**src/rtl/chess_pkg.sv**
```systemverilog
// Shared move-generator definitions: board geometry, piece codes,
// row constants and the dispatcher state enumeration.
package chess_pkg;

  localparam int NCOL = 8;
  localparam int NROW = 8;
  localparam int SQW  = 4;
  localparam int COLW = NROW * SQW;

  typedef enum logic [2:0] {
    EMPTY  = 3'o0,
    PAWN   = 3'o1,
    KNIGHT = 3'o2,
    BISHOP = 3'o3,
    ROOK   = 3'o4,
    QUEEN  = 3'o5,
    KING   = 3'o6
  } piece_t;

  localparam int COLOR_BIT = 3;

  localparam logic [2:0] ROW1 = 3'd0;
  localparam logic [2:0] ROW2 = 3'd1;
  localparam logic [2:0] ROW3 = 3'd2;
  localparam logic [2:0] ROW4 = 3'd3;
  localparam logic [2:0] ROW5 = 3'd4;
  localparam logic [2:0] ROW6 = 3'd5;
  localparam logic [2:0] ROW7 = 3'd6;
  localparam logic [2:0] ROW8 = 3'd7;

  localparam logic [8:0] PVOID = 9'h1FF;

  typedef enum logic [1:0] {
    IDLE,
    LOAD,
    ARM,
    WAIT
  } disp_state_t;

endpackage

```
**src/rtl/board_dispatcher_if.sv**
```systemverilog
// Controller-to-dispatcher board handshake.
interface board_dispatcher_if;
  import chess_pkg::*;

  logic                      brd_valid;
  logic                      brd_ready;
  logic [NCOL*COLW-1:0]      brd_data;
  logic                      brd_side;

  modport master (
    output brd_valid,
    output brd_data,
    output brd_side,
    input  brd_ready
  );

  modport slave (
    input  brd_valid,
    input  brd_data,
    input  brd_side,
    output brd_ready
  );

endinterface

```
**src/rtl/board_dispatcher_sweep_timer.sv**
```systemverilog
// WAIT-state cycle counter with settle window and timeout detect.
module sweep_timer #(
  parameter int SETTLE    = 2,
  parameter int TO_CYCLES = 1023,
  parameter int CNTW      = 10
) (
  input  logic clk,
  input  logic rst,
  input  logic clear,
  input  logic en,
  output logic settle_ok,
  output logic expired
);

  logic [CNTW-1:0] cnt;

  always_ff @(posedge clk or posedge rst) begin
    if (rst) begin
      cnt <= '0;
    end else if (clear) begin
      cnt <= '0;
    end else if (en) begin
      cnt <= cnt + 1'b1;
    end
  end

  assign settle_ok = cnt >= CNTW'(SETTLE);
  assign expired   = cnt == CNTW'(TO_CYCLES);

endmodule

```
**src/rtl/board_dispatcher.sv**
```systemverilog
// Streams one board into the column units and waits for the sweep.
module board_dispatcher
  import chess_pkg::*;
#(
  parameter int SETTLE    = 2,
  parameter int TO_CYCLES = 1023,
  parameter int CNTW      = 10
) (
  input  logic                clk,
  input  logic                rst,
  board_dispatcher_if.slave   brd,
  output logic [COLW-1:0]     col_bstate,
  output logic [NCOL-1:0]     col_load,
  output logic                col_side,
  output logic                newboard,
  input  logic [NCOL-1:0]     col_done,
  output logic                sweep_done,
  output logic                sweep_timeout,
  output logic                busy
);

  localparam int CIW = $clog2(NCOL);

  disp_state_t          state;
  disp_state_t          state_n;
  logic [NCOL*COLW-1:0] buf_q;
  logic [CIW-1:0]       col;
  logic                 accept;
  logic                 settle_ok;
  logic                 expired;
  logic                 fin;

  assign accept = (state == IDLE) && brd.brd_valid && brd.brd_ready;
  assign fin    = settle_ok && (&col_done);

  sweep_timer #(
    .SETTLE    (SETTLE),
    .TO_CYCLES (TO_CYCLES),
    .CNTW      (CNTW)
  ) u_timer (
    .clk       (clk),
    .rst       (rst),
    .clear     (state == ARM),
    .en        (state == WAIT),
    .settle_ok (settle_ok),
    .expired   (expired)
  );

  always_comb begin
    state_n = state;
    unique case (state)
      IDLE: if (accept) state_n = LOAD;
      LOAD: if (col == CIW'(NCOL - 1)) state_n = ARM;
      ARM:  state_n = WAIT;
      WAIT: if (fin || expired) state_n = IDLE;
      default: state_n = IDLE;
    endcase
  end

  always_ff @(posedge clk or posedge rst) begin
    if (rst) begin
      state         <= IDLE;
      buf_q         <= '0;
      col           <= '0;
      col_side      <= 1'b0;
      col_bstate    <= '0;
      col_load      <= '0;
      newboard      <= 1'b0;
      sweep_done    <= 1'b0;
      sweep_timeout <= 1'b0;
      busy          <= 1'b0;
      brd.brd_ready <= 1'b0;
    end else begin
      state         <= state_n;
      // ready never overlaps the accepting edge, so one board per handshake
      brd.brd_ready <= (state == IDLE) && !accept;
      busy          <= state_n != IDLE;
      col_load      <= '0;
      newboard      <= state == ARM;
      sweep_done    <= (state == WAIT) && fin;
      sweep_timeout <= (state == WAIT) && !fin && expired;
      if (accept) begin
        buf_q    <= brd.brd_data;
        col_side <= brd.brd_side;
        col      <= '0;
      end
      if (state == LOAD) begin
        col_bstate <= buf_q[int'(col)*COLW +: COLW];
        col_load   <= NCOL'(1) << col;
        col        <= col + 1'b1;
      end
    end
  end

endmodule

```
**src/flat_wrapper.sv**
```systemverilog
// flat-port wrapper written by rule: the top's interface ports become plain ports
module board_dispatcher_flat import chess_pkg::*;
#(
  parameter int SETTLE    = 2,
  parameter int TO_CYCLES = 1023,
  parameter int CNTW      = 10
)
  (clk, rst, col_bstate, col_load, col_side, newboard, col_done, sweep_done, sweep_timeout, busy, brd_brd_valid, brd_brd_data, brd_brd_side, brd_brd_ready);
  board_dispatcher_if brd_i ();
  input  logic clk;
  input  logic rst;
  output logic [COLW-1:0] col_bstate;
  output logic [NCOL-1:0] col_load;
  output logic col_side;
  output logic newboard;
  input  logic [NCOL-1:0] col_done;
  output logic sweep_done;
  output logic sweep_timeout;
  output logic busy;
  input wire logic [$bits(brd_i.brd_valid)-1:0] brd_brd_valid;
  input wire logic [$bits(brd_i.brd_data)-1:0] brd_brd_data;
  input wire logic [$bits(brd_i.brd_side)-1:0] brd_brd_side;
  output wire logic [$bits(brd_i.brd_ready)-1:0] brd_brd_ready;
  assign brd_i.brd_valid = brd_brd_valid;
  assign brd_i.brd_data = brd_brd_data;
  assign brd_i.brd_side = brd_brd_side;
  assign brd_brd_ready = brd_i.brd_ready;
  board_dispatcher #(.SETTLE(SETTLE), .TO_CYCLES(TO_CYCLES), .CNTW(CNTW)) u_core (.clk(clk), .rst(rst), .brd(brd_i), .col_bstate(col_bstate), .col_load(col_load), .col_side(col_side), .newboard(newboard), .col_done(col_done), .sweep_done(sweep_done), .sweep_timeout(sweep_timeout), .busy(busy));
endmodule
```
**config.mk**
```make
export PLATFORM = sky130hd
export DESIGN_NAME = board_dispatcher_flat
export DESIGN_NICKNAME = d
export VERILOG_FILES = /design/src/rtl/chess_pkg.sv /design/src/rtl/board_dispatcher_if.sv /design/src/rtl/board_dispatcher_sweep_timer.sv /design/src/rtl/board_dispatcher.sv /design/src/flat_wrapper.sv
export SDC_FILE = /design/constraint.sdc
export NUM_CORES = 1
export LEC_CHECK = 0
export BUFFER_PORTS_ARGS = -buffer_cell sky130_fd_sc_hd__clkbuf_2
export CORE_ASPECT_RATIO = 1.25
export CORE_UTILIZATION = 45
export DETAILED_ROUTE_END_ITERATION = 7
export PLACE_DENSITY = 0.8
export SYNTH_ARGS = -nofsm -noshare
export SYNTH_HDL_FRONTEND = slang
export SYNTH_SLANG_ARGS = --single-unit
```
**constraint.sdc**
```tcl
create_clock -name clk -period 15.32 [get_ports clk]
set_input_delay 3.064 -clock clk [delete_from_list [all_inputs] [get_ports clk]]
set_output_delay 3.064 -clock clk [all_outputs]
set_load 0.1 [all_outputs]
```
; Word level (Yosys, flattened, before mapping)
; Index checks and enable logic that the tools add are counted.
[totals]
reg_bits = 317
in_bits = 268
out_inout_bits = 46
wordCells = 46
[classes]
n_addsub = 2
magnitude_cmp = 1
n_eq_ne = 5
n_shift = 2
n_mux = 9
n_reduce_logical = 15
[ops]
columns = operator, count
row1 = indexed part select 256 x 9 -> 32 bit, 1
row2 = two-way mux 10 bit, 2
row3 = adder 10 x 1 -> 10 bit (second input constant), 1
row4 = == test 10 bit (second input constant), 1
row5 = >= comparator 10 x 2 -> 1 bit (second input constant), 1
row6 = two-way mux 8 bit, 1
row7 = case mux 2 bit (4 select lines), 1
row8 = AND reduction 8 bit, 1
row9 = << shifter 1 x 3 -> 8 bit (first input constant), 1
row10 = logical AND 1 bit, 7
row11 = two-way mux 2 bit, 3
row12 = two-way mux 3 bit, 2
row13 = nonzero test 2 bit, 3
row14 = == test 2 bit (second input constant), 2
row15 = adder 3 x 1 -> 3 bit (second input constant), 1
row16 = == test 3 bit (second input constant), 1
row17 = == test 2 x 1 -> 1 bit (second input constant), 1
row18 = logical NOT 1 bit, 2
row19 = logical NOT 2 bit, 1
row20 = logical OR 1 bit, 1

; Longest topological paths before layout
[logic_depth]
depth_word = 6
mapped_depth = 6
depth_no_buf = 6

; By module
; From an unflattened synthesis, not the netlist that was laid out.
[hier_totals]
hier_cells = 992
hier_area_um2 = 14308.7
[modules_own_cells]
columns = module, instances, cells_per_inst, area_per_inst_um2, seq_area_each_um2
row1 = board_dispatcher, 1, 935, 13761.9, 7682.4
row2 = sweep_timer, 1, 57, 546.8, 250.2

; Worst setup path after synthesis
; OpenSTA, ideal clock, no wires.
[synth_path]
path_type = input -> register
start = input port brd_brd_valid
end = register u_core.col_side
setup_ns = 0.125
arrival_time_ns = 4.146
t_required_ns = 15.195
slack_ns = 11.048
path_stages = 5
n_path_buf = 2
cell_sequence = nand2_1 > nor3_2 > buf_2 > buf_2 > mux2_2
[synth_between]
elab_chain_len = 2
[synth_rtl]
columns = item, line
row1 = "start, declared", flat_wrapper.sv:20  ; input wire logic [$bits(brd_i.brd_valid)-1:0] brd_brd_valid;
row2 = logical AND 1 bit (2 in a row), board_dispatcher.sv:33  ; assign accept = (state == IDLE) && brd.brd_valid && brd.brd_ready;
row3 = "end signal, assigned", board_dispatcher.sv:84  ; col_side <= brd.brd_side;
row4 = "end, declared", board_dispatcher.sv:14  ; output logic col_side,
; No other way between the ends.
; A chain may end at the register's enable or synchronous reset.

; Final worst setup path
[layout_path]
start = input port brd_brd_valid
end = register u_core.buf_q[69]
[layout_between]
elab_chain_len = 2
[layout_rtl]
columns = item, line
row1 = logical AND 1 bit (2 in a row), board_dispatcher.sv:33
row2 = "end signal, assigned", board_dispatcher.sv:83  ; buf_q <= brd.brd_data;
row3 = "end, declared", board_dispatcher.sv:26  ; logic [NCOL*COLW-1:0] buf_q;
; No other way between the ends.

==> run_results.csv <==
group,metric,value,unit
synth,synth_top_area_cell,"dfrtp_1",
timing,finalHoldViolations,0,
worst_setup_path,setup.worst_path.class,"in2reg",
clocking,cts-root-buf,"clkbuf_16",
synth,synth_fp_nets,1130,
global_route,grtUsageMet2,0.346,
synth,synth.area.top_cells,"dfrtp_1 58%, mux2_2 21%, mux4_2 11%, a221o_1 2.3%, and3_1 1.8%",
final_layout,final_util,0.563,
worst_setup_path,path_buf_inv,3,
synth,synth-edff-count,0,
pwr,max-vdd-ir-drop,0.000105,V
pwr,p_leak,8.68,nW
global_route,use_met3,0.0411,
worst_setup_path,crit_path_max_fanout,183,
worst_setup_path,cp-startpoint,"brd_brd_valid",
placement,postPlaceCellArea,15500,µm²
clocking,holdBufCountCts,0,
timing,maxSlewHeadroom,0.231,
synth,syn_area,13600,µm²
floorplanning,pin_count,314,
synth,seq_area_frac_synth,0.581,
routing,drt-wirelength-per-cell,20.0,µm
global_route,met1_usage,0.260,
global_route,grt_pass1_wl,49500,µm
worst_setup_path,cp.required,15.75,ns
timing,rsz0062_at_grt,"false",
worst_setup_path,cp_slowest_cell,"buf_4",
timing,tns,0,ns
clocking,cts_made_buffers,31,
routing,wl,31400,µm
clocking,h-tree-depth,1,
clocking,clockBufferDepth,3,
synth,synthAdderAreaFrac,0.00734,
timing,fmax,191,MHz
routing,vias,8465,
worst_setup_path,reg2reg_depth,4,
floorplanning,die_area,31000,µm²
global_route,antenna_found_initial,8,
final_layout,drive_above_1_share,0.598,
worst_setup_path,end_kind,"register",
synth,synthTopCellsByCount,"317 x dfrtp_1, 257 x mux2_2, 64 x mux4_2",
synth,yosysTopAreaCellShare,0.581,
floorplanning,coreArea,29500,µm²
clocking,clkTransAtPathRegs,0.06,ns
synth,synthCells,854,
clocking,worstSkewPairLatency,0.55,ns
worst_setup_path,crit_chain,"clkbuf_2, nand2_1, nor3_4, buf_12, buf_4, mux2_2",
worst_setup_path,crit_family,"buffers and inverters",
synth,synthSimpleGateAreaFrac,0.0353,
floorplanning,die-height,197,µm
worst_setup_path,cp-endpoint,"u_core.buf_q[69]",
routing,dr.pass1.iters,6,
placement,routabilityCongestion,0.781,
hold_path,hp-class,"reg2reg",
final_layout,area_growth,21.9,%
floorplanning,die_w,158,µm
clocking,cts_setup_buffers,0,
timing,slew_viol_final,0,
synth,ys_types,34,
timing,fin_crit,5.24,ns
clocking,cts_tree,"built",
floorplanning,rows,70,
worst_setup_path,cp.depth,6,
placement,io_buffers,313,
synth,synth.most_common_cell,"dfrtp_1",
global_route,grt_max_degree,192,
clocking,post_cts_resized,0,
synth,synthFlopType,"dfrtp_1",
clocking,clock-sinks,317,
final_layout,final_nets,1425,
placement,dpl.hpwl,20600,µm
timing,worst_pin_slew,1.15,ns
final_layout,stdcell_area,16600,µm²
pwr,power_density,120,nW/µm²
worst_setup_path,r2r-start,"u_core.state[1]",
routing,drt_iter0_drc,363,
status,status,"completed",
synth,avgSynthCellArea,16.0,µm²
global_route,grt-ovfl-total,0,
worst_setup_path,arrival,5.67,ns
synth,synth-compound-area-share,0.0315,
synth,ys_seq_elements,317,
timing,period_share,0.342,
timing,finClkSkew,0.00661,ns
synth,synth-xor-area-share,0.00193,
synth,ys_warn_count,0,
worst_setup_path,rr_endpoint,"u_core.buf_q[69]",
floorplanning,start_util,0.462,
routing,ant_nets,0,
global_route,gr-max-usage-layer,"met2",
job,max_cap_viol_count,0,
worst_setup_path,critPathMaxStageDelay,0.89,ns
synth,synth_top_family_by_area,"multiplexers",
hold_path,worstHoldStart,"u_core.buf_q[64]",
global_route,grt_pass1_vias,9224,
global_route,track_usage,0.206,
synth,async_reset_ff_frac,1.00,
worst_setup_path,rrSetupSlack,12.06,ns
routing,drcViolationCount,0,
worst_setup_path,worst_setup_path_start_kind,"primary input",
synth,synth.area.mux_share,0.319,
routing,viasPerCell,5.37,
timing,setup_viol,0,
-- state kept, by name, summed over array words and instances (netlist names) --
name,cells
u_core.brd.brd_ready,1
u_core.col,3
u_core.col_bstate,32
u_core.col_load,8
u_core.state,2
u_core.sweep_timeout,1
u_core.buf_q,256
u_core.col_side,1
u_core.newboard,1
u_core.u_timer.cnt,10
u_core.sweep_done,1
u_core.busy,1
-- worst min path at each step --
| stage | to | slack (ns) | cells past startpoint |
|---|---|---|---|
| after floorplan | u_core.buf_q[58] | 0.48 | 1 |
| after global placement | u_core.buf_q[62] | 0.48 | 1 |
| after detailed placement | u_core.buf_q[213] | 0.49 | 1 |
| after CTS | u_core.buf_q[64] | 0.51 | 1 |
| after global routing | u_core.buf_q[139] | 0.52 | 1 |
| final | u_core.buf_q[64] | 0.50 | 1 |
-- cells in the final DEF, fill, tap and decap left out, types with 4 or more instances in the layout --
master and instances:
diode_2 6, dfrtp_1 314, nand2_1 7, nor2_1 9, ha_1 8, and3_1 40
bufinv_16 4, mux4_2 64, or3_1 4, inv_1 8, nand3_1 4, mux2_2 257
buf_4 5, o21ai_0 9, clkbuf_8 7, clkbuf_2 313, clkbuf_1 5, a221o_1 32
clkinv_2 7, nand4_1 4, clkbuf_16 31
-- power by group --
| part | switching, mW | total, mW | internal [mW] |
|---|---|---|---|
| clock | 0.319 | 0.791 | 0.472 |
| combinational | 0.183 | 0.302 | 0.120 |
| sequential | 0.0509 | 0.906 | 0.856 |
| total | 0.552 | 2.00 | 1.45 |
-- cell families (layout without fill, tap and decap cells) --
group,after synthesis,count (layout)
XOR/XNOR,3,3
multiplexers,323,323
buffers and inverters,68,387
other,0,6
adder cells (fa/ha/maj),8,8
AND/OR/NAND/NOR,84,84
flip-flops,317,317
AO/OA/AOI/OAI,51,51
-- worst reg2reg max path, delay by kind of cell, from the launching register on --
| kind | cells | cell delay, ns |
|---|---|---|
| AND/OR/NAND/NOR | 1 | 0.29 |
| multiplexers | 1 | 0.50 |
| flip-flops | 1 | 0.57 |
| buffers and inverters | 2 | 1.78 |
-- through the flow --
stage	total power [mW]	std cells	hold slack [ns]	setup WS, ns
detailed placement	1.23	1512	0.492	9.65
finish	2.00	1575	0.499	10.08
floorplan	1.12	854	0.475	3.48
global placement	1.23	1512	0.483	9.66
global route	2.09	1574	0.517	10.00
CTS	2.03	1569	0.506	10.22
-- routing by layer --
layer	vias up	routed length, µm
met3	68	1980
met1	4336	12600
met4	2	1110
met2	258	15700
li1	3801	-
met5	-	13
-- area by class of cell --
type	count	area, µm²
clock inverters	14	180
fillers	2398	12900
flip-flops and latches	317	7940
clock buffers	43	891
inverters	10	45.0
repair buffers	320	1640
multi-input cells	469	5420
diodes	6	15.0
well taps	396	495
(Power assumes the default switching activity.)
